$ cat config.mk
export PLATFORM = sky130hd
export DESIGN_NAME = fp_to_int
export DESIGN_NICKNAME = d
export VERILOG_FILES = /design/src/rtl/fpu_pkg.sv /design/src/rtl/fp_to_int.sv
export SDC_FILE = /design/constraint.sdc
export NUM_CORES = 1
export LEC_CHECK = 0
export ABC_AREA = 1
export ABC_CLOCK_PERIOD_IN_PS = 2550
export CORE_MARGIN = 2
export CORE_UTILIZATION = 57
export CTS_CLUSTER_SIZE = 40
export DETAILED_ROUTE_END_ITERATION = 6
export HOLD_SLACK_MARGIN = 0.03
export PLACE_DENSITY = 0.81
export SKIP_CTS_REPAIR_TIMING = 1
export SLEW_MARGIN = 20
export SYNTH_ARGS = -nofsm -noshare
export SYNTH_HDL_FRONTEND = slang
export SYNTH_SLANG_ARGS = --single-unit
$ cat constraint.sdc
create_clock -name clock -period 2.55 [get_ports clock]
set_clock_uncertainty 0.2 [all_clocks]
set_input_delay 0.3825 -clock clock [delete_from_list [all_inputs] [get_ports clock]]
set_output_delay 0.3825 -clock clock [all_outputs]
set_load 0.02 [all_outputs]
$ cat src/rtl/fpu_pkg.sv
// Shared FPU definitions: operand field layout, exponent bias, status bit
// positions and the state encoding of the float-to-integer converter.
package fpu_pkg;

  localparam int SIGN_W   = 1;
  localparam int EXP_W    = 7;
  localparam int MANT_W   = 24;
  localparam int EXP_BIAS = 63;

  // Exponent at which the mantissa LSB carries weight 2^0 (86).
  localparam int INT_POINT  = EXP_BIAS + MANT_W - 1;
  // From here on a normalised mantissa reaches 2^31 and cannot fit.
  localparam int OVF_EXP    = INT_POINT + 8;
  // One step past the mantissa width already leaves only the sticky bit.
  localparam int MAX_RSHIFT = MANT_W + 1;

  localparam int ST_ZERO      = 3;
  localparam int ST_OVERFLOW  = 2;
  localparam int ST_UNDERFLOW = 1;
  localparam int ST_INEXACT   = 0;

  typedef enum logic [1:0] {
    F2I_IDLE,
    F2I_UNPACK,
    F2I_SHIFT,
    F2I_PACK
  } f2i_state_e;

endpackage

$ cat src/rtl/fp_to_int.sv
// Serial float-to-integer converter: truncates an FPU-format operand toward
// zero using a one-bit-per-cycle shifter, with saturation and status flags.
module fp_to_int
  import fpu_pkg::*;
(
  input  logic        clock,
  input  logic        reset,
  input  logic        start,
  input  logic [31:0] op_in,
  output logic [31:0] data_out,
  output logic [3:0]  status_out,
  output logic        done,
  output logic        busy
);

  f2i_state_e  state_q, state_d;
  logic [31:0] op_q, op_d;
  logic [31:0] mag_q, mag_d;
  logic [4:0]  k_q, k_d;
  logic        left_q, left_d;
  logic        sticky_q, sticky_d;
  logic        ovf_q, ovf_d;
  logic [31:0] data_q, data_d;
  logic [3:0]  status_q, status_d;
  logic        done_q, done_d;
  logic        busy_q, busy_d;

  logic              sign_w;
  logic [EXP_W-1:0]  exp_w;
  logic [MANT_W-1:0] mant_w;
  logic [EXP_W-1:0]  rdist;
  logic [31:0]       res;

  assign sign_w = op_q[EXP_W+MANT_W +: SIGN_W];
  assign exp_w  = op_q[MANT_W +: EXP_W];
  assign mant_w = op_q[0 +: MANT_W];

  always_comb begin
    state_d  = state_q;
    op_d     = op_q;
    mag_d    = mag_q;
    k_d      = k_q;
    left_d   = left_q;
    sticky_d = sticky_q;
    ovf_d    = ovf_q;
    data_d   = data_q;
    status_d = status_q;
    done_d   = 1'b0;
    rdist    = EXP_W'(INT_POINT) - exp_w;
    res      = '0;

    case (state_q)
      F2I_IDLE: begin
        if (start) begin
          op_d    = op_in;
          state_d = F2I_UNPACK;
        end
      end

      F2I_UNPACK: begin
        mag_d    = {{(32-MANT_W){1'b0}}, mant_w};
        sticky_d = 1'b0;
        ovf_d    = 1'b0;
        left_d   = 1'b1;
        k_d      = '0;
        if (mant_w == '0) begin
          k_d = '0;
        end else if (exp_w >= EXP_W'(OVF_EXP)) begin
          ovf_d = 1'b1;
        end else if (exp_w >= EXP_W'(INT_POINT)) begin
          k_d = 5'(exp_w - EXP_W'(INT_POINT));
        end else begin
          left_d = 1'b0;
          k_d    = (rdist > EXP_W'(MAX_RSHIFT)) ? 5'(MAX_RSHIFT) : rdist[4:0];
        end
        state_d = F2I_SHIFT;
      end

      F2I_SHIFT: begin
        if (k_q == '0) begin
          state_d = F2I_PACK;
        end else begin
          k_d = k_q - 5'd1;
          if (left_q) begin
            mag_d = {mag_q[30:0], 1'b0};
          end else begin
            mag_d    = {1'b0, mag_q[31:1]};
            sticky_d = sticky_q | mag_q[0];
          end
        end
      end

      F2I_PACK: begin
        if (ovf_q) begin
          res = sign_w ? 32'h8000_0000 : 32'h7FFF_FFFF;
        end else begin
          res = sign_w ? (~mag_q + 32'd1) : mag_q;
        end
        status_d               = '0;
        status_d[ST_ZERO]      = (res == '0);
        status_d[ST_OVERFLOW]  = ovf_q;
        status_d[ST_UNDERFLOW] = (mant_w != '0) && (res == '0);
        status_d[ST_INEXACT]   = sticky_q;
        data_d  = res;
        done_d  = 1'b1;
        state_d = F2I_IDLE;
      end

      default: state_d = F2I_IDLE;
    endcase

    busy_d = (state_d != F2I_IDLE);
  end

  always_ff @(posedge clock or negedge reset) begin
    if (!reset) begin
      state_q  <= F2I_IDLE;
      op_q     <= '0;
      mag_q    <= '0;
      k_q      <= '0;
      left_q   <= 1'b0;
      sticky_q <= 1'b0;
      ovf_q    <= 1'b0;
      data_q   <= '0;
      status_q <= '0;
      done_q   <= 1'b0;
      busy_q   <= 1'b0;
    end else begin
      state_q  <= state_d;
      op_q     <= op_d;
      mag_q    <= mag_d;
      k_q      <= k_d;
      left_q   <= left_d;
      sticky_q <= sticky_d;
      ovf_q    <= ovf_d;
      data_q   <= data_d;
      status_q <= status_d;
      done_q   <= done_d;
      busy_q   <= busy_d;
    end
  end

  assign data_out   = data_q;
  assign status_out = status_q;
  assign done       = done_q;
  assign busy       = busy_q;

endmodule

======== Word level (Yosys, flattened, before mapping) ========
Index checks and enable logic that the tools add are counted.
storage, ports and cells
  flip-flop bits (word level) ............. 112
  output and inout port bits .............. 38
  logic and storage cells ................. 61
operators by class
  add/subtract/negate cells ............... 4
  $lt $le $gt $ge ......................... 3
  eq/ne operators ......................... 5
  mux-type cells .......................... 25
  bitwise logic cells ..................... 2
  reductions and logical operators ........ 11
operators with widths
  cell                                                           number
  2-to-1 mux 32 bit                                              6
  one-hot mux 32 bit (2 select lines)                            1
  adder 32 x 1 -> 32 bit, second input constant                  1
  zero test 32 bit                                               1
  inverter 32 bit                                                1
  2-to-1 mux 5 bit                                               5
  zero test 24 bit                                               1
  nonzero test 24 bit                                            1
  greater-or-equal comparator 7 bit, second input constant       2
  one-hot mux 5 bit (2 select lines)                             1
  2-to-1 mux 1 bit                                               8
  one-hot mux 2 bit (4 select lines)                             1
  greater-than comparator 7 x 5 -> 1 bit, second input constant  1
  subtractor 7 bit, first input constant                         1
  zero test 5 bit                                                1
  subtractor 5 x 1 -> 5 bit, second input constant               1
  subtractor 5 bit, second input constant                        1
  == test 2 bit, second input constant                           2
  2-to-1 mux 2 bit                                               2
  != test 2 bit, second input constant                           2
  AND reduction 2 bit                                            2
  nonzero test 2 bit                                             2
  AND reduction 3 bit                                            1
  == test 2 x 1 -> 1 bit, second input constant                  1
  other kinds (4)                                                4

======== Logic depth before layout (Yosys ltp) ========
  depth in word-level cells ............... 7
  gate-level depth with buffers ........... 18
  gate-level depth less buffers ........... 18

======== Worst setup path before layout ========
Ideal clock, no wire load.
  path kind ............................... reg2reg
  from .................................... register mag_q[1]
  to ...................................... register status_q[1] (netlist: status_out[1])
  arrival time ............................ 1722 ps
  required time ........................... 2285 ps
  setup slack ............................. 562 ps
  stages on the path, launching flop included .. 17
  path through ............................ dfrtp_1 > inv_1 > ha_1 > inv_1 > nor2_1 > nand3_1 > inv_1 > nand2_1 > nand2_1 > nand2_1 > a21boi_0 > nand3_1 > nor2_1 > nand3_1 > nor2_1 > nand2_1 > nand2_1
between the ends
  longest elaborated chain between the ends .. 7
RTL lines
  element                 RTL line          RTL
  start, declared         fp_to_int.sv:18   logic [31:0] mag_q, mag_d;
  start signal, assigned  fp_to_int.sv:131  mag_q <= mag_d;
  inverter 32 bit         fp_to_int.sv:97   res = sign_w ? (~mag_q + 32'd1) : mag_q;
  adder 32 x 1 -> 32 bit  fp_to_int.sv:97
  2-to-1 mux 32 bit (*)   fp_to_int.sv:97
  2-to-1 mux 32 bit (*)   fp_to_int.sv:94   if (ovf_q) begin
  2-to-1 mux 32 bit (*)   fp_to_int.sv:52   case (state_q)
  zero test 32 bit (*)    fp_to_int.sv:102  status_d[ST_UNDERFLOW] = (mant_w != '0) && (res == '0);
  logical AND 1 bit (*)   fp_to_int.sv:102
  end signal, assigned    fp_to_int.sv:137  status_q <= status_d;
  end, declared           fp_to_int.sv:24   logic [3:0] status_q, status_d;
Mark *: on every way between the ends. The rest lies on a longest branch, timed or not. The select of a mux whose other input is x is not followed.
A chain may end at the register's enable or synchronous reset.

======== Final worst setup path ========
  from .................................... register mag_q[5]
  to ...................................... register status_q[1] (netlist: status_out[1])
Same word-level chain as after synthesis.

==> key figures <==
Floorplanning
  – Initial core utilization: 58.66%
  – Die outline area: 12,070 µm²
  – Num rows: 38
  – Core ar.: 10,890 µm²
  – Die outline width: 109.9 µm
  – DIE HEIGHT: 109.9 µm
  – I/O pins: 73

Hold path
  – Worst hold-check path type: flip-flop to flip-flop

Pwr
  – Leakage power summed over all cells: 3.561 nW
  – Power after layout: 10.52 mW
  – Total power density per cell area: 1406 nW/µm²
  – Highest ir drop seen on vdd: 0.7588 mV

Global routing
  – Number of global-route vias before repair: 5,411
  – Residual overflow from global routing: 0
  – Maximum number of pins on one net before global-route repair: 52
  – Global-route usage over all layers: 27.76%
  – Number of antenna violations at the first check in global routing: 0
  – Global-route wire length before repair: 26,180 µm

Place
  – Post-placement worst setup slack: 0.2949 ns
  – Placed Instances: 1,074
  – Routability congestion estimate: 0.9795
  – Buffers added on ports: 72
  – Dpl cell area: 7266 µm²
  – Hpwl dp: 11,410 µm

Finish
  – Final Net Count: 993
  – Count of placed standard cells in the final layout, fillers left out: 1,092
  – Layout filler cell count: 934
  – Area of all placed cells without fillers: 7480 µm²
  – Post-route core utilization: 68.70%
  – Share of layout cells above drive strength 1: 6.197%
  – Antenna Cells: 0
  – Area added between synthesis and finish: 17.10%

Timing
  – Hold slack final: 0.2936 ns
  – Total negative slack for setup checks: 0 ns
  – Final Cycle Share: 88.23%
  – Final critical-path setup slack: 0.3002 ns
  – Slew Limit Fails: 0
  – Achievable frequency: 0.4445 GHz
  – Setup repair after global routing missed its margin: no
  – Max-slew headroom at the worst pin: 64.55%
  – Final setup violation count: 0
  – Min cycle time layout: 2.250 ns
  – Count of endpoints failing hold in the final timing report: 0
  – Transition time of the tightest slew-check pin: 0.5317 ns

Clocking
  – Clock buffers created by TritonCTS: 9
  – TritonCTS clock tree: done
  – Clock buffer depth: 2
  – H-Tree Depth: 3
  – CTS clock-pin slew for the worst setup and hold paths: 0.11 ns
  – Sinks on the clock net: 112
  – Cell at the root of the clock tree: sky130_fd_sc_hd__clkbuf_8
  – Clock network latency to the later pin of the worst-skew pair: 0.40 ns

Worst setup path
  – Startpoint type of the worst setup path: flip-flop
  – Cell family contributing the most delay on the critical path: simple AND/OR/NAND/NOR gates
  – Critical path's slowest cell: sky130_fd_sc_hd__dfrtp_1
  – Flop-to-flop setup slack: 0.30 ns
  – Kind of end point of the critical path: flip-flop
  – Worst path buffer plus inverter count: 0
  – Maximum fanout along the worst path: 5
  – Path type of the worst setup path: flip-flop to flip-flop
  – Delay contributed by the slowest stage of the critical path: 0.47 ns
  – Required time of the critical path: 2.70 ns
  – Crit-path cells: nor2_2 > nand2_1 > nor2_4 > nand3_2 > nand2_2 > nand3_1 > nand3_1 > nand2_1 > nor2_1 > nand3b_1 > nor2_1 > nand2_1 > nand2_1
  – Worst path arrival time: 2.39 ns
  – CP dominant cell by count: sky130_fd_sc_hd__nand2_1

Route
  – Routed vias: 6,101
  – Number of DRC markers in iteration 0: 585
  – First-pass iteration count of the detailed router: 6
  – Via-per-instance ratio: 5.587
  – Wire length per cell: 14.18 µm
  – Wire length after detailed routing: 15,480 µm
  – Final routed DRC violation total: 0
  – Number of antenna-violating nets in the routed design: 0

Logic synthesis
  – Net count of the mapped netlist: 933
  – Synth unique cells: 35
  – Register bit count reported by yosys: 112
  – Primary FF master, synth: sky130_fd_sc_hd__dfrtp_1
  – Count of warnings emitted by yosys: 0
  – Per-instance average area after synthesis: 7.201 µm²
  – Number of flops mapped to enable cells by yosys: 0
  – Sequential share of the synthesized area: 43.88%
  – Share of flip-flops with an asynchronous set or reset after synthesis: 100.0%
  – Instance count of the mapped netlist: 887
  – Netlist area before placement: 6387 µm²

Flow run
  – Max_cap viols: 0

Status
  – Outcome: finished, final reports clean
-- area by class of cell --
| cell class | count | area, µm² | share of cell area (%) |
|---|---|---|---|
| tap | 140 | 175.2 | 2.342 |
| timing repair buffer | 90 | 893.4 | 11.94 |
| inverter | 97 | 364.1 | 4.868 |
| clock inverter | 7 | 57.56 | 0.7695 |
| sequential | 112 | 2803 | 37.47 |
| multi-input combinational | 637 | 3063 | 40.95 |
| clock buffer | 9 | 123.9 | 1.656 |
-- power breakdown --
| part | leakage [nW] | internal (mW) | switching [mW] |
|---|---|---|---|
| logic | 2.15 | 2.24 | 3.98 |
| clock network | 0.0873 | 0.366 | 0.652 |
| registers | 1.32 | 2.62 | 0.656 |
| total | 3.56 | 5.23 | 5.29 |
-- kinds of logic after synthesis --
group           synth area share, %
simple gates                  27.21
compound gates                17.18
buf+inv                       8.443
flops                         43.88
fa+ha+maj                     2.155
xor+xnor                     0.9599
mux                          0.1763
-- final timing paths --
check	from	to	cells after the start
hold / removal	data_out[10]	data_out[10]	2
max in group asynchronous	reset	data_out[26]	3
setup / recovery	mag_q[5]	status_out[1]	13
hold reg to reg	data_out[10]	data_out[10]	2
setup reg to reg	mag_q[5]	status_out[1]	13
min in group asynchronous	reset	op_q[10]	2
-- state kept, by name, indices dropped and copies added (netlist names), 2 cells and up --
signal,flops
op_q,32
status_out,4
mag_q,32
state_q,2
k_q,5
data_out,32
-- routing by layer --
| layer | wire length, µm | GRT usage, % | vias up | share of wire (%) |
|---|---|---|---|---|
| met5 | 0 | 0 | - | 0 |
| met4 | 330 | 10.94 | 0 | 2.1 |
| met3 | 1201 | 3.201 | 27 | 7.8 |
| met2 | 6891 | 41.19 | 267 | 45 |
| met1 | 7060 | 41.44 | 2787 | 46 |
| li1 | - | - | 3020 | - |
-- cells in the mapped netlist (3+ instances only) --
cell type                   number  area share, %
sky130_fd_sc_hd__xor2_1          7           0.96
sky130_fd_sc_hd__nand2_2         3           0.29
sky130_fd_sc_hd__nand3_2         3           0.47
sky130_fd_sc_hd__nand2_1       191             11
sky130_fd_sc_hd__nand4_1        12            1.2
sky130_fd_sc_hd__a21oi_1        80            6.3
sky130_fd_sc_hd__nor2_2          7           0.69
sky130_fd_sc_hd__o2111ai_1       3           0.41
sky130_fd_sc_hd__clkbuf_1       27            1.6
sky130_fd_sc_hd__a31oi_1         3           0.29
sky130_fd_sc_hd__buf_1           4           0.23
sky130_fd_sc_hd__dfrtp_1       112             44
sky130_fd_sc_hd__nor2_1        113            6.6
sky130_fd_sc_hd__ha_1           11            2.2
sky130_fd_sc_hd__inv_1          95            5.6
sky130_fd_sc_hd__nand3b_1        9            1.1
sky130_fd_sc_hd__o21ai_0       108            8.5
sky130_fd_sc_hd__nand3_1        64            5.0
sky130_fd_sc_hd__buf_2           8           0.63
sky130_fd_sc_hd__o22ai_1         8           0.78
-- worst reg2reg max path: cells and delay by family, from the launching register on --
kind | cells | cell delay (ns)
flops | 1 | 0.47
simple gates | 13 | 1.52
-- cells in the final DEF (no fill, tap or decap), drive strengths merged, types with 11 or more instances in the layout --
master	Yosys	routed
inv	97	98
clkdlybuf4s50	0	71
nand4	12	12
o21ai	109	109
nand3	67	67
buf	14	18
ha	11	11
nand2	194	194
dfrtp	112	112
a21oi	81	81
nor2	121	121
No activity file was read; power rests on OpenSTA's default activity.
